<file path="config.mk">
export PLATFORM = sky130hd
export DESIGN_NAME = seg_scan_ctrl
export DESIGN_NICKNAME = d
export VERILOG_FILES = /design/src/rtl/seg_pkg.sv /design/src/rtl/bcd7seg.sv /design/src/rtl/seg_scan_ctrl.sv
export SDC_FILE = /design/constraint.sdc
export NUM_CORES = 1
export LEC_CHECK = 0
export ABC_AREA = 1
export CAP_MARGIN = 10
export CORE_AREA = 2 2 110 112
export DETAILED_ROUTE_END_ITERATION = 12
export DIE_AREA = 0 0 112 114
export PLACE_DENSITY = 0.65
export SLEW_MARGIN = 20
export SYNTH_ARGS = -nofsm -noshare
export SYNTH_HDL_FRONTEND = slang
export SYNTH_SLANG_ARGS = --single-unit
</file>
<file path="constraint.sdc">
create_clock -name clk -period 2.25 [get_ports clk]
set_input_delay 0.675 -clock clk [delete_from_list [all_inputs] [get_ports clk]]
set_output_delay 0.675 -clock clk [all_outputs]
set_load 0.03 [all_outputs]
</file>
<file path="src/rtl/seg_pkg.sv">
// Constants shared by the 7-segment scan controller and its decoder.
package seg_pkg;
    localparam int unsigned NIB_W     = 4;
    localparam logic [6:0]  SEG_BLANK = 7'h7F;
endpackage

</file>
<file path="src/rtl/bcd7seg.sv">
// Hex nibble to active-low 7-segment pattern {g,f,e,d,c,b,a}.
module bcd7seg
    import seg_pkg::*;
(
    input  logic [NIB_W-1:0] hex_i,
    output logic [6:0]       seg_o
);
    always_comb begin
        seg_o = SEG_BLANK;
        case (hex_i)
            4'h0: seg_o = 7'h40;
            4'h1: seg_o = 7'h79;
            4'h2: seg_o = 7'h24;
            4'h3: seg_o = 7'h30;
            4'h4: seg_o = 7'h19;
            4'h5: seg_o = 7'h12;
            4'h6: seg_o = 7'h02;
            4'h7: seg_o = 7'h78;
            4'h8: seg_o = 7'h00;
            4'h9: seg_o = 7'h10;
            4'hA: seg_o = 7'h08;
            4'hB: seg_o = 7'h03;
            4'hC: seg_o = 7'h46;
            4'hD: seg_o = 7'h21;
            4'hE: seg_o = 7'h06;
            4'hF: seg_o = 7'h0E;
            default: seg_o = SEG_BLANK;
        endcase
    end
endmodule

</file>
<file path="src/rtl/seg_scan_ctrl.sv">
// Multiplexed common-anode 7-segment scanner with a frame-synchronous,
// double-buffered write port so a new value never tears mid-frame.
module seg_scan_ctrl
    import seg_pkg::*;
#(
    parameter int unsigned NDIG  = 8,
    parameter int unsigned DIV   = 1000,
    parameter int unsigned BLANK = 1
) (
    input  logic                  clk,
    input  logic                  rst_n,
    input  logic                  wr_valid,
    output logic                  wr_ready,
    input  logic [NIB_W*NDIG-1:0] wr_data,
    input  logic [NDIG-1:0]       wr_en,
    input  logic                  lzb_en,
    output logic [6:0]            seg,
    output logic [NDIG-1:0]       an
);
    localparam int unsigned PW = $clog2(DIV);
    localparam int unsigned IW = $clog2(NDIG);

    logic [PW-1:0]         pcnt_q, pcnt_d;
    logic [IW-1:0]         idx_q, idx_d;
    logic                  pfull_q, pfull_d;
    logic [NIB_W*NDIG-1:0] pend_data_q, pend_data_d, act_data_q, act_data_d;
    logic [NDIG-1:0]       pend_en_q, pend_en_d, act_en_q, act_en_d;
    logic                  pend_lzb_q, pend_lzb_d, act_lzb_q, act_lzb_d;
    logic [6:0]            seg_q, seg_d;
    logic [NDIG-1:0]       an_q, an_d;

    logic                  tick, last_idx, frame, accept;
    logic [NDIG-1:0]       nz_above, vis;
    logic [NIB_W-1:0]      cur_nib;
    logic [6:0]            dec_seg;

    assign wr_ready = !pfull_q;
    assign accept   = wr_valid && !pfull_q;
    assign tick     = (pcnt_q == PW'(DIV - 1));
    assign last_idx = (idx_q == IW'(NDIG - 1));
    assign frame    = tick && last_idx;

    // Prefix-OR from the MSB down: bit k set if any nibble at or above k is nonzero.
    always_comb begin
        nz_above = '0;
        vis      = '0;
        nz_above[NDIG-1] = |act_data_q[NIB_W*(NDIG-1) +: NIB_W];
        for (int k = NDIG - 2; k >= 0; k--)
            nz_above[k] = nz_above[k+1] | (|act_data_q[NIB_W*k +: NIB_W]);
        for (int k = 0; k < NDIG; k++)
            vis[k] = act_en_q[k] && (!act_lzb_q || k == 0 || nz_above[k]);
    end

    always_comb begin
        cur_nib = act_data_q[int'(idx_q)*NIB_W +: NIB_W];
    end

    bcd7seg u_dec (
        .hex_i (cur_nib),
        .seg_o (dec_seg)
    );

    always_comb begin
        pcnt_d      = tick ? '0 : pcnt_q + 1'b1;
        idx_d       = idx_q;
        if (tick)
            idx_d = last_idx ? '0 : idx_q + 1'b1;

        pfull_d     = pfull_q;
        pend_data_d = pend_data_q;
        pend_en_d   = pend_en_q;
        pend_lzb_d  = pend_lzb_q;
        act_data_d  = act_data_q;
        act_en_d    = act_en_q;
        act_lzb_d   = act_lzb_q;

        // A full pending buffer blocks acceptance, so promote and accept never collide.
        if (frame && pfull_q) begin
            act_data_d = pend_data_q;
            act_en_d   = pend_en_q;
            act_lzb_d  = pend_lzb_q;
            pfull_d    = 1'b0;
        end else if (accept) begin
            pend_data_d = wr_data;
            pend_en_d   = wr_en;
            pend_lzb_d  = lzb_en;
            pfull_d     = 1'b1;
        end

        if (pcnt_q < PW'(BLANK) || !vis[idx_q]) begin
            seg_d = SEG_BLANK;
            an_d  = '1;
        end else begin
            seg_d = dec_seg;
            an_d  = ~(NDIG'(1) << idx_q);
        end
    end

    always_ff @(posedge clk or negedge rst_n) begin
        if (!rst_n) begin
            pcnt_q      <= '0;
            idx_q       <= '0;
            pfull_q     <= 1'b0;
            pend_data_q <= '0;
            pend_en_q   <= '0;
            pend_lzb_q  <= 1'b0;
            act_data_q  <= '0;
            act_en_q    <= '0;
            act_lzb_q   <= 1'b0;
            seg_q       <= SEG_BLANK;
            an_q        <= '1;
        end else begin
            pcnt_q      <= pcnt_d;
            idx_q       <= idx_d;
            pfull_q     <= pfull_d;
            pend_data_q <= pend_data_d;
            pend_en_q   <= pend_en_d;
            pend_lzb_q  <= pend_lzb_d;
            act_data_q  <= act_data_d;
            act_en_q    <= act_en_d;
            act_lzb_q   <= act_lzb_d;
            seg_q       <= seg_d;
            an_q        <= an_d;
        end
    end

    assign seg = seg_q;
    assign an  = an_q;
endmodule
</file>
==> results.py <==
metrics = {
    "run_status": {
        "status": "complete, no violations",
    },
    "cts": {
        "htree_num_levels": 3,
        "root_buffer": "clkbuf_16",
        "cts_tree": "built",
        "cts.path.max_buffers": 2,
        "cts_made_buffers": 9,
        "clkTransAtPathRegs_ns": 0.07,
        "clock_latency_ns": 0.36,
        "clock-sinks": 111,
    },
    "timing": {
        "hold_ws_ns": 0.275,
        "max_freq_mhz": 454,
        "tightest_slew_ns": 0.480,
        "fin_crit_ns": 2.20,
        "finalMaxSlewViolations": 0,
        "tns_ns": 0,
        "setup_viol": 0,
        "fin_crit_sh_pct": 97.9,
        "slew_headroom_pct": 68.0,
        "timing.final.hold_violations": 0,
        "postLayoutSetupSlackWorst_ns": 0.0471,
        "rsz0062_at_grt": "false",
        "clock_skew_ns": 0.0136,
    },
    "route": {
        "drcViolationCount": 0,
        "wl_met1_mm": 4.58,
        "dr.max_layer_used": "met4",
        "ant_nets": 0,
        "wl_met2_mm": 4.63,
        "drt_first_pass_iters": 4,
        "vias": 3767,
        "wl_mm": 9.69,
        "wire_per_inst_um": 12.6,
        "drt-initial-drc-count": 243,
        "met3_length_um": 401,
        "routed_via_density": 4.88,
    },
    "setup_path": {
        "cp_max_fo": 1,
        "critPathBufInv": 1,
        "critPathTopFamily": "buffers and inverters",
        "cp_cell_sequence": "clkdlybuf4s50_1",
        "crit_required_ns": 1.57,
        "cp.arrival_ns": 1.53,
        "crit_type": "reg -> out",
        "crit_path_max_incr_delay_ns": 0.66,
        "cp-start-kind": "flip-flop",
        "critPathSlowestCell": "clkdlybuf4s50_1",
        "crit_path_end_kind": "primary output",
    },
    "yosys": {
        "synth.net_count": 618,
        "post_synth.cell_area_avg_um2": 9.06,
        "syn_inst": 560,
        "yosysWarningCount": 0,
        "ys_seq_area_share_pct": 55.1,
        "ys_types": 37,
        "yosysTopAreaCell": "dfrtp_1",
        "syn-cell-area_mm2": 0.00507,
        "yosys_register_bits": 111,
        "synthTopCellsByArea": "dfrtp_1, dfstp_2, nand2_1, nor2_1, inv_1",
        "yosysTopAreaCellShare_pct": 47.4,
    },
    "floorplanning": {
        "core_area_mm2": 0.0117,
        "dieHeight_um": 114,
        "rows": 40,
        "dieArea_mm2": 0.0128,
        "fp.dieW_um": 112,
        "io_pins": 60,
        "initial_core_util_pct": 43.3,
    },
    "global_routing": {
        "grt_remaining_overflow": 0,
        "grt_pass1_vias": 3566,
        "grt_max_degree": 61,
        "grt_pass1_wl_mm": 16.8,
        "grt_antenna_before_repair": 0,
        "grt.total_usage_pct": 16.4,
    },
    "layout": {
        "finalNonFillerCells": 772,
        "final_layout_size_suffix_gt1_share_pct": 12.6,
        "area_delta_synth_final_pct": 21.0,
        "diodes": 0,
        "nets": 678,
        "register_area_mm2": 0.00280,
        "multiInputGateArea_mm2": 0.00186,
        "final_core_util_pct": 52.4,
        "fillCellCount": 1094,
    },
    "placed_design": {
        "dp.cells": 754,
        "place_ws_ns": -0.0526,
        "routabilityCongestion": 0.811,
        "dp_hpwl_mm": 7.00,
        "portBuffers": 59,
    },
    "job": {
        "cap_violations": 0,
    },
    "power": {
        "power_density_mw_per_mm2": 637,
        "leakage_nw": 2.90,
        "peakVddDrop_v": 0.000446,
    },
    "min_path": {
        "min_path_type": "in -> async",
    },
}
[metrics by stage]
stage / total power [W] / instance area, µm²
6_report: 0.00391 / 6140
5_1_grt: 0.00408 / 6140
4_1_cts: 0.00397 / 6120
3_5_place_dp: 0.00237 / 5830
3_3_place_gp: 0.00236 / 5830
2_1_floorplan: 0.00222 / 5070
[state kept, by name (all words and copies together) (netlist names)]
name,count
pend_en_q,8
idx_q,3
pend_lzb_q,1
pfull_q,1
pcnt_q,10
act_data_q,32
an,8
pend_data_q,32
act_en_q,8
seg,7
act_lzb_q,1
[final cells by class]
cell class	count	area share, %
well taps	147	3.00
repair buffers	72	11.6
clock inverters	5	1.04
inverters	77	4.79
multi-input cells	349	30.2
flip-flops and latches	111	45.6
clock buffers	11	3.79
[cell families (layout without fill, tap and decap cells)]
logic type | count (synthesis) | after routing | synth area share [%]
AND/OR/NAND/NOR | 199 | 199 | 16.5
XOR/XNOR | 2 | 2 | 0.345
AO/OA/AOI/OAI | 120 | 120 | 13.1
multiplexers | 14 | 14 | 3.11
flip-flops | 111 | 111 | 55.1
buffers and inverters | 100 | 165 | 8.34
adder cells (fa/ha/maj) | 14 | 14 | 3.45
[cell usage in the layout, fill, tap and decap left out, types with 2 or more instances in the layout]
master	n
a21oi_1	53
buf_12	2
buf_4	12
clkbuf_1	2
clkbuf_16	9
clkdlybuf4s50_1	56
dfrtp_1	95
dfstp_2	15
ha_1	14
inv_1	71
inv_2	3
inv_4	2
inv_6	3
mux2_2	14
nand2_1	86
nand2_2	2
nand3_1	18
nand4_1	5
nor2_1	73
nor3_1	5
nor3b_1	2
nor4_1	4
o211ai_1	2
o21ai_0	20
o21ai_1	29
o21ai_2	8
o22ai_1	3
xor2_1	2
[worst register-to-register path, stage by stage (launching register included)]
cell and delay (ns):
dfrtp_2 0.47, buf_4 0.20, o21ai_0 0.16, o22ai_1 0.13, o21ai_2 0.22, inv_1 0.11, ha_1 0.20, inv_1 0.09
nor2_2 0.05, inv_2 0.06, nand2_1 0.05, a22oi_1 0.15, nand2_1 0.08
[repair_timing]
item,CTS,global route
pin swaps,0,1
hold buffers,0,0
endpoints found under the setup margin,1,5
cloned,0,0
gates resized for setup,1,2
buffers inserted,0,2
[power breakdown]
group / switching [W] / internal, W
combinational: 0.000101 / 0.000114
sequential: 0.0000286 / 0.00208
clock: 0.000710 / 0.000876
total: 0.000840 / 0.00307
[metal layers]
metal,GRT usage [%],vias to the layer above
li1,-,1919
met1,22.1,1763
met2,26.3,79
met3,4.62,6
met4,4.72,0
met5,0,-
[final timing paths]
kind	from	slack (ns)	cells past startpoint	end
setup reg to reg	idx_q[0]$_DFFE_PN0P_	0.20	12	seg[6]$_DFF_PN1_
hold / removal	rst_n	0.27	1	pcnt_q[2]$_DFF_PN0_
hold reg to reg	pcnt_q[0]$_DFF_PN0_	0.49	1	pcnt_q[0]$_DFF_PN0_
max in group asynchronous	rst_n	1.30	2	act_data_q[26]$_DFFE_PN0P_
min in group clk	pcnt_q[0]$_DFF_PN0_	0.49	1	pcnt_q[0]$_DFF_PN0_
setup / recovery	an[7]$_DFF_PN1_	0.05	1	an[7]
[synth_stat cells]
cell      count
xor2_1        2
clkinv_1      1
buf_1         2
nand3_4       1
inv_2         3
nor3b_1       2
nor4_1        4
nand3_2       1
a21oi_4       1
clkbuf_2      1
nand2_4       1
buf_2        15
o21ai_2       8
mux2_2       14
a22oi_1       1
nand2_2       1
nor3_1        5
a211oi_1      1
dfstp_2      15
o21ai_1      29
o21ai_0      20
nor2_2        1
o211ai_1      2
dfrtp_1      96
buf_6         3
inv_4         2
nand3_1      18
a31oi_1       1
a21oi_1      53
nand4_1       5
o211ai_2      1
clkbuf_1      2
ha_1         14
o22ai_1       3
nand2_1      87
inv_1        71
nor2_1       73
(Power assumes the default switching activity.)
